$ cat config.mk
export PLATFORM = sky130hd
export DESIGN_NAME = memory_arbiter
export DESIGN_NICKNAME = d
export VERILOG_FILES = /design/src/rtl/memory_arbiter.sv
export SDC_FILE = /design/constraint.sdc
export NUM_CORES = 1
export LEC_CHECK = 0
export BUFFER_PORTS_ARGS = -buffer_cell sky130_fd_sc_hd__buf_2
export CAP_MARGIN = 30
export CORE_ASPECT_RATIO = 1.1
export CORE_MARGIN = 5
export CORE_UTILIZATION = 40
export CTS_BUF_LIST = sky130_fd_sc_hd__clkbuf_8
export DETAILED_ROUTE_END_ITERATION = 16
export GPL_ROUTABILITY_DRIVEN = 0
export PLACE_DENSITY = 0.74
export SYNTH_ARGS = -nofsm -noshare
export SYNTH_HDL_FRONTEND = slang
export SYNTH_SLANG_ARGS = --single-unit
$ cat constraint.sdc
create_clock -name clk -period 2.4 [get_ports clk]
set_clock_uncertainty 0.15 [all_clocks]
set_input_delay 0.12 -clock clk [delete_from_list [all_inputs] [get_ports clk]]
set_output_delay 0.12 -clock clk [all_outputs]
set_load 0.02 [all_outputs]
$ cat src/rtl/memory_arbiter.sv
// Two-port memory arbiter: instruction fetch vs. data port (load/store) onto one downstream
// request/ack channel, at most one transaction outstanding, round-robin on contention.

module memory_arbiter #(
    parameter int unsigned ADDR_WIDTH = 32,
    parameter int unsigned DATA_WIDTH = 32,
    localparam int unsigned BYTES_WIDTH = $clog2(DATA_WIDTH / 8) + 1
) (
    input  logic                   clk,
    input  logic                   rst_n,

    // Instruction fetch port
    input  logic [ADDR_WIDTH-1:0]  if_addr,
    input  logic                   if_activate,
    output logic [DATA_WIDTH-1:0]  if_data,
    output logic                   if_done,

    // Data port, load side
    input  logic [ADDR_WIDTH-1:0]  dm_fetch_addr,
    input  logic                   dm_fetch_activate,
    output logic [DATA_WIDTH-1:0]  dm_fetched_data,
    output logic                   dm_fetch_done,

    // Data port, store side
    input  logic [ADDR_WIDTH-1:0]  dm_write_addr,
    input  logic [DATA_WIDTH-1:0]  dm_write_data,
    input  logic [BYTES_WIDTH-1:0] dm_bytes_to_write,
    input  logic                   dm_write_activate,
    output logic                   dm_write_done,

    // Downstream memory
    output logic [ADDR_WIDTH-1:0]  mem_addr,
    output logic [DATA_WIDTH-1:0]  mem_wdata,
    output logic                   mem_we,
    output logic [BYTES_WIDTH-1:0] mem_bytes,
    output logic                   mem_req,
    input  logic [DATA_WIDTH-1:0]  mem_rdata,
    input  logic                   mem_ack
);

    localparam logic [BYTES_WIDTH-1:0] WordBytes = BYTES_WIDTH'(DATA_WIDTH / 8);

    // The busy state doubles as the registered requester id.
    typedef enum logic [2:0] {
        StIdle,
        StBusyIf,
        StBusyLd,
        StBusySt,
        StDone
    } state_e;

    state_e                  state_q;
    logic                    last_dm_q;   // 0: fetch granted last, 1: data port granted last
    logic [DATA_WIDTH-1:0]   rdata_q;

    logic dm_any;
    logic pick_dm;
    logic pick_if;

    // A tie goes to whichever port was not served last.
    always_comb begin
        dm_any  = dm_write_activate | dm_fetch_activate;
        pick_dm = dm_any && (!if_activate || !last_dm_q);
        pick_if = if_activate && !pick_dm;
    end

    assign if_data         = rdata_q;
    assign dm_fetched_data = rdata_q;

    always_ff @(posedge clk or negedge rst_n) begin
        if (!rst_n) begin
            state_q       <= StIdle;
            last_dm_q     <= 1'b0;
            rdata_q       <= '0;
            mem_req       <= 1'b0;
            mem_addr      <= '0;
            mem_wdata     <= '0;
            mem_we        <= 1'b0;
            mem_bytes     <= '0;
            if_done       <= 1'b0;
            dm_fetch_done <= 1'b0;
            dm_write_done <= 1'b0;
        end else begin
            if_done       <= 1'b0;
            dm_fetch_done <= 1'b0;
            dm_write_done <= 1'b0;

            unique case (state_q)
                StIdle: begin
                    if (pick_dm) begin
                        mem_req   <= 1'b1;
                        last_dm_q <= 1'b1;
                        if (dm_write_activate) begin
                            mem_addr  <= dm_write_addr;
                            mem_wdata <= dm_write_data;
                            mem_we    <= 1'b1;
                            mem_bytes <= dm_bytes_to_write;
                            state_q   <= StBusySt;
                        end else begin
                            mem_addr  <= dm_fetch_addr;
                            mem_wdata <= '0;
                            mem_we    <= 1'b0;
                            mem_bytes <= WordBytes;
                            state_q   <= StBusyLd;
                        end
                    end else if (pick_if) begin
                        mem_req   <= 1'b1;
                        last_dm_q <= 1'b0;
                        mem_addr  <= if_addr;
                        mem_wdata <= '0;
                        mem_we    <= 1'b0;
                        mem_bytes <= WordBytes;
                        state_q   <= StBusyIf;
                    end
                end

                StBusyIf, StBusyLd, StBusySt: begin
                    if (mem_ack) begin
                        rdata_q <= mem_rdata;
                        mem_req <= 1'b0;
                        state_q <= StDone;
                        // A requester that has withdrawn gets no completion pulse.
                        if_done       <= (state_q == StBusyIf) && if_activate;
                        dm_fetch_done <= (state_q == StBusyLd) && dm_fetch_activate;
                        dm_write_done <= (state_q == StBusySt) && dm_write_activate;
                    end
                end

                StDone: begin
                    state_q <= StIdle;
                end

                default: begin
                    state_q <= StIdle;
                    mem_req <= 1'b0;
                end
            endcase
        end
    end

endmodule

==> results.md <==
Status
- **status** finished clean

Yosys
- **flop and latch count out of synthesis** 108
- **Synth area leader** sky130_fd_sc_hd__dfrtp_1
- **most repeated cell in the gate-level netlist after synthesis** sky130_fd_sc_hd__dfrtp_1
- **async set-reset flop share out of synthesis** 100%
- **top cells by count, synth** sky130_fd_sc_hd__dfrtp_1, sky130_fd_sc_hd__nand2_1, sky130_fd_sc_hd__o21ai_1
- **YS warnings** 0
- **top cell type's share of synthesized area** 49.9%
- **sequential element share of the synthesized area** 49.9%
- **Avg Synthesized Cell Area** 9.96 um2
- **library cells used by synthesis** 33
- **number of flops mapped to enable cells by yosys** 0
- **leading post-synthesis cells by cell area** sky130_fd_sc_hd__dfrtp_1, sky130_fd_sc_hd__nand2_1, sky130_fd_sc_hd__mux2_2
- **Syn Nets** 713
- **post-synthesis instance area** 0.00542 mm2
- **synthesized netlist cell count** 544
- **predominant post-synthesis flop cell** sky130_fd_sc_hd__dfrtp_1

Route
- **routed wire length** 19.7 mm
- **total via count in the routed design** 5852
- **post-route antenna net violation count** 0
- **drt drc** 0
- **number of iterations in the first detailed-routing pass** 4
- **detailed-route vias per instance** 5.13
- **Initial DRC Count** 360
- **detailed-route wire length per cell** 17.3 um

Final layout
- **fin util** 64.6%
- **post-route standard cell area excluding fillers** 0.00856 mm2
- **Post-layout nets** 1121
- **footprint of the multi-input gates** 0.00217 mm2
- **layout cell share with drive strength beyond 1** 39.2%
- **post-synthesis to final-layout area growth** 58.1%
- **Fillers** 1023
- **Antenna diodes** 0
- **area occupied by registers** 0.00270 mm2

STA
- **unrepaired setup endpoints after global routing** no
- **transition time of the tightest slew-check pin** 567 ps
- **min cycle time layout** 2290 ps
- **final cycle utilization of the critical path** 95.5%
- **Final Setup Violations** 0
- **remaining max-slew budget at the tightest pin** 62.2%
- **final hold viol count** 0
- **fmax** 436 MHz
- **Total Negative Setup Slacks** 0 ps
- **number of slew-limit violations in the final report** 0

Min path
- **cell depth of the worst min-delay path** 4
- **Hold Path Class** in2reg

Worst setup path
- **critical-path cell list** dlygate4sd3_1 -> buf_2 -> or3_1 -> buf_4 -> a21oi_1 -> a31oi_1 -> dlygate4sd3_1
- **Reg2Reg Depth** 5
- **data required time at the worst endpoint** 2510 ps
- **total buffers and inverters traversed by the critical path** 4
- **kind of critical path** in2reg
- **critical path peak fanout** 34
- **Arr. time, crit path** 2400 ps
- **cell count along the critical path** 7
- **dominant cell type by count on the critical path** sky130_fd_sc_hd__dlygate4sd3_1
- **CP endpoint kind** register
- **kind of start point of the critical path** input pin
- **slowest stage cell on the critical path** sky130_fd_sc_hd__dlygate4sd3_1
- **family with the most delay on the worst path** buffers and inverters
- **delay contributed by the slowest stage of the critical path** 580 ps

Place
- **HPWL after detailed placement** 12.1 mm
- **Port Buffer Count** 304
- **placement-stage cell area** 0.00678 mm2

Die
- **starting density of the core** 40.8%
- **Die Height** 132 um
- **total core area** 0.0133 mm2
- **number of cell rows** 44
- **Die X-Extent** 121 um
- **full die area** 0.0160 mm2
- **total I/O pin count** 305

Global routing
- **remaining global-route overflow** 0
- **vias in the first global route** 6125
- **maximum number of pins on one net before global-route repair** 65
- **overall routing resource usage** 24.3%
- **number of antenna violations at the first check in global routing** 0
- **first-pass GRT wire length** 31.0 mm

CTS
- **clock-pin slew on the worst setup and hold paths** 100 ps
- **clock root buffer** sky130_fd_sc_hd__clkbuf_8
- **CTS H-Tree Depth** 3
- **sink count of the clock tree** 108
- **clock latency on the worst-skew pair** 380 ps
- **TritonCTS buffer count** 9
- **clock tree from TritonCTS** done
- **maximum root-to-sink buffer count** 2
- **post-CTS repair timing setup buffer count** 0

Power
- **PnR Total Power** 0.00956 W
- **total power per unit cell area** 1120 mW/mm2
- **Leakage Power** 4.13 nW
- **peak supply drop** 0.497 mV

Flow run
- **MaxCap Viol Count** 0

## sequential cells by signal, summed over array words and instances, names as in the netlist
name and cells:
dm_fetched_data 32, mem_addr 32, mem_wdata 32, mem_bytes 3, state_q 3, dm_fetch_done 1, dm_write_done 1, if_done 1
last_dm_q 1, mem_req 1, mem_we 1
## cell usage in the layout (no fill, tap or decap), types with 32 or more instances in the layout
cell                            count
sky130_fd_sc_hd__o21ai_1           39
sky130_fd_sc_hd__a21o_1            32
sky130_fd_sc_hd__a31oi_1           33
sky130_fd_sc_hd__dfrtp_1          108
sky130_fd_sc_hd__mux2_2            32
sky130_fd_sc_hd__dlygate4sd3_1    157
sky130_fd_sc_hd__buf_2            303
sky130_fd_sc_hd__a21oi_1           36
sky130_fd_sc_hd__nand3b_1          32
sky130_fd_sc_hd__nand2_1          100
## where the power goes
group | total [W] | internal (W) | switching [W] | leakage [nW]
Clock | 0.00118 | 0.000499 | 0.000680 | 0.103
Combinational | 0.00526 | 0.00206 | 0.00320 | 2.71
Sequential | 0.00313 | 0.00262 | 0.000509 | 1.31
## metrics by stage
stage | setup WS [ps] | cells | hold slack, ps
floorplan | 698 | 544 | -326
global placement | 378 | 967 | -10.3
detailed placement | 502 | 968 | -9.43
CTS | 130 | 1141 | 5.70
global route | 77.2 | 1141 | 48.0
finish | 108 | 1141 | 45.9
## area by class of cell
cell class | instances | area share [%]
inverter | 2 | 0.0877
timing repair buffer | 474 | 37.9
multi-input combinational | 357 | 25.4
clock buffer | 9 | 1.45
tap | 184 | 2.69
clock inverter | 7 | 0.993
sequential | 108 | 31.6
## final timing paths
path	start	to	slack, ps
hold reg to reg	mem_wdata[21]	mem_wdata[21]	350
setup / recovery	dm_write_activate	mem_addr[7]	110
hold / removal	dm_fetch_addr[12]	mem_addr[12]	50
min in group asynchronous	rst_n	mem_addr[13]	90
max in group asynchronous	rst_n	mem_addr[22]	1290
setup reg to reg	state_q[0]	mem_addr[6]	190
## layer usage
| layer | part of all wire, % | track usage, % | wire [um] | vias up |
|---|---|---|---|---|
| li1 | - | - | - | 2675 |
| met1 | 36 | 27.0 | 7060 | 2769 |
| met2 | 51 | 42.4 | 10100 | 349 |
| met3 | 9.1 | 6.14 | 1790 | 59 |
| met4 | 4.0 | 12.6 | 790 | 0 |
| met5 | 0 | 0 | 0 | - |
## cell families after synthesis
group	after synthesis	share of synthesized area [%]
compound gates	173	18.5
simple gates	151	14.3
flops	108	49.9
buf+inv	79	10.3
mux	33	6.93
## worst register-to-register path, stage by stage, from the launching register on
cell                            delay, ps
sky130_fd_sc_hd__dfrtp_1              480
sky130_fd_sc_hd__nor3_4               270
sky130_fd_sc_hd__buf_4                380
sky130_fd_sc_hd__a21oi_1              140
sky130_fd_sc_hd__a31oi_1              160
sky130_fd_sc_hd__dlygate4sd3_1        580
## timing repair
item	in CTS	in global routing
endpoints found under the hold margin	143	0
setup endpoints to repair	0	6
hold buffers	157	0
gates resized for setup	0	2
No activity file was read; power rests on OpenSTA's default activity.
